==> src/rtl/rr_regfile_history_buf.sv <==
// rr_regfile_history_buf
//   Register-file write history buffer for rapid recovery. Every cycle in
//   which any write port fires, the whole write bundle (all ports, including
//   disabled ones) is appended to a circular buffer. Commits from the checker
//   retire the oldest bundle. On rollback the uncommitted bundles are replayed
//   oldest-first over a valid/ready stream so the register file can be restored.
//
// Ports
//   clk_i, rst_i (async, active-high), clear_i (sync flush, top priority)
//   wr_we_i/wr_addr_i/wr_data_i : per-port write bundle, port k at [k*W +: W]
//   commit_i                    : retire oldest bundle (IDLE only)
//   replay_start_i              : begin rollback replay (IDLE only)
//   replay_valid_o/replay_ready_i, replay_we_o/addr_o/data_o : replay stream
//   replay_done_o               : single-cycle pulse at end of replay
//   busy_o, full_o, empty_o, count_o, overflow_o (sticky dropped push)
module rr_regfile_history_buf #(
  parameter int NumWrPorts = 2,
  parameter int Depth      = 8,
  parameter int AddrWidth  = 5,
  parameter int DataWidth  = 32,
  parameter int CntWidth   = $clog2(Depth + 1)
) (
  input  logic                            clk_i,
  input  logic                            rst_i,
  input  logic                            clear_i,
  input  logic [NumWrPorts-1:0]           wr_we_i,
  input  logic [NumWrPorts*AddrWidth-1:0] wr_addr_i,
  input  logic [NumWrPorts*DataWidth-1:0] wr_data_i,
  input  logic                            commit_i,
  input  logic                            replay_start_i,
  output logic                            replay_valid_o,
  input  logic                            replay_ready_i,
  output logic [NumWrPorts-1:0]           replay_we_o,
  output logic [NumWrPorts*AddrWidth-1:0] replay_addr_o,
  output logic [NumWrPorts*DataWidth-1:0] replay_data_o,
  output logic                            replay_done_o,
  output logic                            busy_o,
  output logic                            full_o,
  output logic                            empty_o,
  output logic [CntWidth-1:0]             count_o,
  output logic                            overflow_o
);

  localparam int PtrW = $clog2(Depth);

  typedef enum logic [1:0] {IDLE, REPLAY, DONE} state_e;

  state_e                state_q, state_d;
  logic [PtrW-1:0]       wr_ptr_q, rd_ptr_q;
  logic [CntWidth-1:0]   count_q;
  logic                  overflow_q;

  // Bundle storage; deliberately not reset.
  logic [NumWrPorts-1:0]           we_mem   [Depth];
  logic [NumWrPorts*AddrWidth-1:0] addr_mem [Depth];
  logic [NumWrPorts*DataWidth-1:0] data_mem [Depth];

  logic is_full, is_empty;
  logic push_req, commit_ok, push_ok;
  logic idle_op, store_en, retire_en, drop_en, handshake;

  assign is_full  = (count_q == CntWidth'(Depth));
  assign is_empty = (count_q == '0);

  assign push_req  = |wr_we_i;
  assign commit_ok = commit_i && !is_empty;
  // A commit in the same cycle frees the slot a full buffer would need.
  assign push_ok   = push_req && (!is_full || commit_ok);

  // Pushes and commits only take effect in IDLE, and a start request or a
  // flush in the same cycle suppresses them.
  assign idle_op   = (state_q == IDLE) && !clear_i && !replay_start_i;
  assign store_en  = idle_op && push_ok;
  assign retire_en = idle_op && commit_ok;
  assign drop_en   = idle_op && push_req && !push_ok;
  assign handshake = (state_q == REPLAY) && replay_ready_i;

  always_comb begin
    state_d = state_q;
    case (state_q)
      IDLE:    if (replay_start_i) state_d = is_empty ? DONE : REPLAY;
      REPLAY:  if (handshake && (count_q == CntWidth'(1))) state_d = DONE;
      DONE:    state_d = IDLE;
      default: state_d = IDLE;
    endcase
    if (clear_i) state_d = IDLE;
  end

  always_ff @(posedge clk_i or posedge rst_i) begin
    if (rst_i) begin
      state_q    <= IDLE;
      wr_ptr_q   <= '0;
      rd_ptr_q   <= '0;
      count_q    <= '0;
      overflow_q <= 1'b0;
    end else if (clear_i) begin
      state_q    <= IDLE;
      wr_ptr_q   <= '0;
      rd_ptr_q   <= '0;
      count_q    <= '0;
      overflow_q <= 1'b0;
    end else begin
      state_q <= state_d;
      if (store_en) wr_ptr_q <= wr_ptr_q + PtrW'(1);
      if (retire_en || handshake) rd_ptr_q <= rd_ptr_q + PtrW'(1);
      // handshake only occurs in REPLAY, where store_en is never set.
      if (store_en && !retire_en)
        count_q <= count_q + CntWidth'(1);
      else if (!store_en && (retire_en || handshake))
        count_q <= count_q - CntWidth'(1);
      if (drop_en) overflow_q <= 1'b1;
    end
  end

  always_ff @(posedge clk_i) begin
    if (store_en) begin
      we_mem[wr_ptr_q]   <= wr_we_i;
      addr_mem[wr_ptr_q] <= wr_addr_i;
      data_mem[wr_ptr_q] <= wr_data_i;
    end
  end

  // Replay payload is gated by valid so the outputs read zero outside REPLAY,
  // including immediately on an asynchronous reset.
  assign replay_valid_o = (state_q == REPLAY);
  assign replay_we_o    = replay_valid_o ? we_mem[rd_ptr_q]   : '0;
  assign replay_addr_o  = replay_valid_o ? addr_mem[rd_ptr_q] : '0;
  assign replay_data_o  = replay_valid_o ? data_mem[rd_ptr_q] : '0;
  assign replay_done_o  = (state_q == DONE);
  assign busy_o         = (state_q != IDLE);
  assign full_o         = is_full;
  assign empty_o        = is_empty;
  assign count_o        = count_q;
  assign overflow_o     = overflow_q;

endmodule

==> config.mk <==
export PLATFORM = sky130hd
export DESIGN_NAME = rr_regfile_history_buf
export DESIGN_NICKNAME = d
export VERILOG_FILES = /design/src/rtl/rr_regfile_history_buf.sv
export SDC_FILE = /design/constraint.sdc
export NUM_CORES = 1
export LEC_CHECK = 0
export CAP_MARGIN = 10
export CORE_MARGIN = 4
export CORE_UTILIZATION = 50
export DETAILED_ROUTE_END_ITERATION = 7
export DONT_BUFFER_PORTS = 1
export GPL_ROUTABILITY_DRIVEN = 0
export HOLD_SLACK_MARGIN = 0.15
export MAX_ROUTING_LAYER = met4
export SLEW_MARGIN = 25
export SYNTH_ARGS = -nofsm -noshare
export SYNTH_HDL_FRONTEND = slang
export SYNTH_SLANG_ARGS = --single-unit
==> constraint.sdc <==
create_clock -name clk_i -period 13.62 [get_ports clk_i]
set_input_delay 0.681 -clock clk_i [delete_from_list [all_inputs] [get_ports clk_i]]
set_output_delay 0.681 -clock clk_i [all_outputs]
set_load 0.05 [all_outputs]
==> out/qor.txt <==
STA
---------------------------------------------------------------------------------------
Relative slew slack                                                               0.267
Final Hold Vio Count                                                                  0
Number of max-slew violations in the final report                                     0
Worst clock skew on the final layout                                          0.0174 ns
Setup tns final                                                                    0 ns
Clock period minus final worst setup slack                                      4.69 ns
Tcrit/Tclk final                                                                  0.345
Final Setup Violations                                                                0
Post-layout worst setup margin                                                  8.93 ns
Transition time at the pin with the least slew margin                           1.09 ns
Unrepaired setup endpoints after global routing                                   false
Fmax                                                                            213 MHz

FINISH
---------------------------------------------------------------------------------------
Area growth from synthesis to layout                                              14.7%
Final Net Count                                                                    1254
Sequential Area                                                              18600 um^2
Multi-input combinational cell area                                           5040 um^2
Final Core Density                                                                0.584
Fraction of layout instances using a drive strength above 1                       0.228
Number of fill cells                                                               3456

CLOCK TREE
---------------------------------------------------------------------------------------
Clock-pin slew on the worst setup and hold paths                                0.06 ns
H-tree level count                                                                    2
Number of CTS-inserted buffers                                                       60
CTS sink count                                                                      621
Number of buffers between clock root and the deepest sink                             3
Number of hold buffers added after cts                                               78
CTS tree                                                                            yes
CTS resizes                                                                           0
Clock network latency to the later pin of the worst-skew pair                   0.60 ns
Post-CTS Setup Bufs                                                                   0
Root buffer cell                                                              clkbuf_16

FLOORPLAN
---------------------------------------------------------------------------------------
Core area                                                                    46900 um^2
Die X-Extent                                                                     226 um
Die ar.                                                                      51200 um^2
Num ports                                                                           168
Number of placement rows                                                             79
Initial core utilization                                                          0.509
Height of the chip                                                               226 um

GRT
---------------------------------------------------------------------------------------
Number of antenna violations at the first check in global routing                     4
GRT busiest layer                                                                  met2
Met1 GRT Util                                                                     0.259
Number of global-route vias before repair                                         11400
Global-route wire length before repair                                          72.0 mm
Tot GR Track Use                                                                  0.194
Maximum number of pins on one net before global-route repair                        108
Global-route track usage on met3                                                 0.0368
Sum of overflow across all layers after global routing                                0
Global routing usage on met2                                                      0.315

PWR
---------------------------------------------------------------------------------------
Largest voltage drop on the vdd net                                          0.000116 V
Power share of the clock group                                                    0.338
Net switching power                                                           0.00135 W
Power density normalized to cell area                                       174 nW/um^2
Internal Pwr Total                                                            0.00341 W
Overall power                                                                 0.00476 W
Switching power as a share of total power                                         0.284
LEAKAGE                                                                         8.31 nW
Sequential share of power                                                         0.467
Fraction of power consumed by combinational cells                                 0.195

SYNTH
---------------------------------------------------------------------------------------
Netlist area before placement                                                23800 um^2
Ys async rst share                                                               0.0209
Register bit count reported by yosys                                                621
Yosys synthesis warning count                                                         0
Most common flop cell mapped by yosys                                          edfxtp_1
Count of flip-flops with a built-in enable after synthesis                          608
Top post-synthesis cells by area                                           edfxtp_1, mux4_2, mux2i_1, nor2_1, dfrtp_1
Share of the yosys chip area belonging to registers                               0.780
List of most frequent post-synthesis cells                                 edfxtp_1, mux4_2, nor2_1, mux2i_1, clkbuf_1
Post-synthesis average cell area                                              22.5 um^2
Top cell type's share of synthesized area                                         0.766
Library cell with the largest summed area after synthesis                      edfxtp_1
Synth cell types                                                                     38
Syn Nets                                                                           1148
Most frequent cell after synthesis                                             edfxtp_1
Post-Syn Instances                                                                 1061

WORST SETUP PATH
---------------------------------------------------------------------------------------
Kind of critical path                                                      register to register
Type of destination of the critical path                                       register
Critical Path, Cell by Cell                                                inv_1, ha_1, and4bb_1, nor3b_2, nand2_1, nor3b_2, buf_4, buf_4
Maximum fanout count along the critical path                                         49
Signal arrival time at the worst endpoint                                       4.91 ns
Largest stage delay, worst path                                                 0.87 ns
Crit path launch type                                                          register
Worst path required time                                                       13.84 ns
Kind of cell adding the most delay to the critical path                    simple AND/OR/NAND/NOR gates
Crit path buf inv count                                                               3
Standard cell with the maximum stage delay on the critical path                 nor3b_2

ROUTING
---------------------------------------------------------------------------------------
Wire length per cell after detailed routing                                     25.9 um
First-pass detailed-route iteration total                                             5
Post-Route WL                                                                   47.2 mm
Post-route DRC violation count                                                        0
Count of vias placed by the detailed router                                       10500
Number of violations reported at the end of detailed-routing iteration 0            616
ANT nets after route                                                                  0
Ratio of routed vias to standard cells                                             5.76

PLACEMENT
---------------------------------------------------------------------------------------
Dpl ws                                                                          8.88 ns
Final HPWL DP                                                                   24.1 mm
Port Buffer Count                                                                     0

MIN PATH
---------------------------------------------------------------------------------------
Type of the tightest min-delay check                                       input port to register

FLOW RUN
---------------------------------------------------------------------------------------
Maxcap violations                                                                     0

OUTCOME
---------------------------------------------------------------------------------------
Outcome                                                                    finished, final reports clean

worst register-to-register path, cell delays in order, from the launching register on:
cell and delay (ns):
dfrtp_1 0.72, inv_1 0.16, ha_1 0.27, and4bb_1 0.23, nor3b_2 0.52, nand2_1 0.30, nor3b_2 0.87, buf_4 0.46
buf_4 0.76
kinds of logic (layout without fill, tap and decap cells):
| kind of cell | after synthesis | after routing | share of synthesized area |
|---|---|---|---|
| AND/OR/NAND/NOR | 123 | 123 | 0.0240 |
| AO/OA/AOI/OAI | 13 | 13 | 0.00347 |
| adder cells (fa/ha/maj) | 5 | 5 | 0.00263 |
| buffers and inverters | 62 | 216 | 0.0107 |
| multiplexers | 232 | 232 | 0.178 |
| flip-flops | 621 | 621 | 0.780 |
| other | 0 | 4 | 0 |
| XOR/XNOR | 5 | 5 | 0.00184 |
final timing paths:
kind,end,startpoint,slack (ns),cells after the start
max,data_mem[6][44],count_o[0],8.93,8
max in group asynchronous,rd_ptr_q[2],rst_i,12.67,2
max reg2reg,data_mem[6][44],count_o[0],8.93,8
min in group asynchronous,state_q[1],rst_i,0.55,2
min reg2reg,state_q[1],state_q[1],0.61,1
min,count_o[2],clear_i,0.30,2
layout by cell type (no fill, tap or decap), types with 2 or more instances in the layout:
| cell | n |
|---|---|
| edfxtp_1 | 608 |
| buf_4 | 18 |
| and2b_1 | 2 |
| clkinvlp_4 | 3 |
| nand3_1 | 4 |
| nor2_1 | 86 |
| and3_1 | 2 |
| nand2_1 | 5 |
| a21oi_1 | 5 |
| clkbuf_16 | 61 |
| dfrtp_1 | 10 |
| clkinv_2 | 12 |
| inv_1 | 6 |
| xnor2_1 | 3 |
| clkinv_1 | 13 |
| clkinv_4 | 4 |
| xor2_1 | 2 |
| buf_12 | 2 |
| diode_2 | 4 |
| nor3_1 | 3 |
| nor3_2 | 2 |
| dlygate4sd3_1 | 78 |
| clkbuf_1 | 11 |
| mux2_1 | 2 |
| or3b_1 | 2 |
| nor2b_1 | 4 |
| ha_1 | 5 |
| mux2i_1 | 77 |
| nor4b_2 | 2 |
| mux4_2 | 152 |
| dfrtp_4 | 3 |
| bufinv_16 | 6 |
| nor3b_2 | 3 |
| o21ai_0 | 3 |
metrics by stage:
| step | instances | instance area, um^2 | hold WS, ns |
|---|---|---|---|
| floorplan | 1061 | 23800 | 0.529 |
| global placement | 1632 | 24600 | 0.559 |
| detailed placement | 1632 | 24600 | 0.573 |
| CTS | 1820 | 27300 | 0.256 |
| global route | 1826 | 27300 | 0.283 |
| finish | 1826 | 27300 | 0.299 |
routing by layer:
layer	vias up	wire length, um
li1	4622	-
met1	5620	20200
met2	203	23800
met3	71	2310
met4	0	951
met5	-	0
flip-flops by register name, indices dropped and copies added, names as in the netlist:
register and flops:
count_o 4, data_mem 512, overflow_o 1, wr_ptr_q 3
addr_mem 80, state_q 2, rd_ptr_q 3, we_mem 16
layout make-up:
class	instances	area share
multi-input cells	378	0.185
well taps	607	0.0278
clock buffers	72	0.0573
flip-flops and latches	621	0.680
diodes	4	0.000366
repair buffers	100	0.0364
inverters	6	0.000824
clock inverters	38	0.0127
power by group through the flow:
stage / Combinational [W] / Clock, W / Sequential [W]
2_1_floorplan: 0.000781 / 0 / 0.00225
3_3_place_gp: 0.000889 / 0 / 0.00228
3_5_place_dp: 0.000890 / 0 / 0.00228
4_1_cts: 0.000933 / 0.00165 / 0.00224
5_1_grt: 0.000999 / 0.00174 / 0.00223
6_report: 0.000927 / 0.00161 / 0.00223
Note: power is estimated with default switching activity, not from simulation.
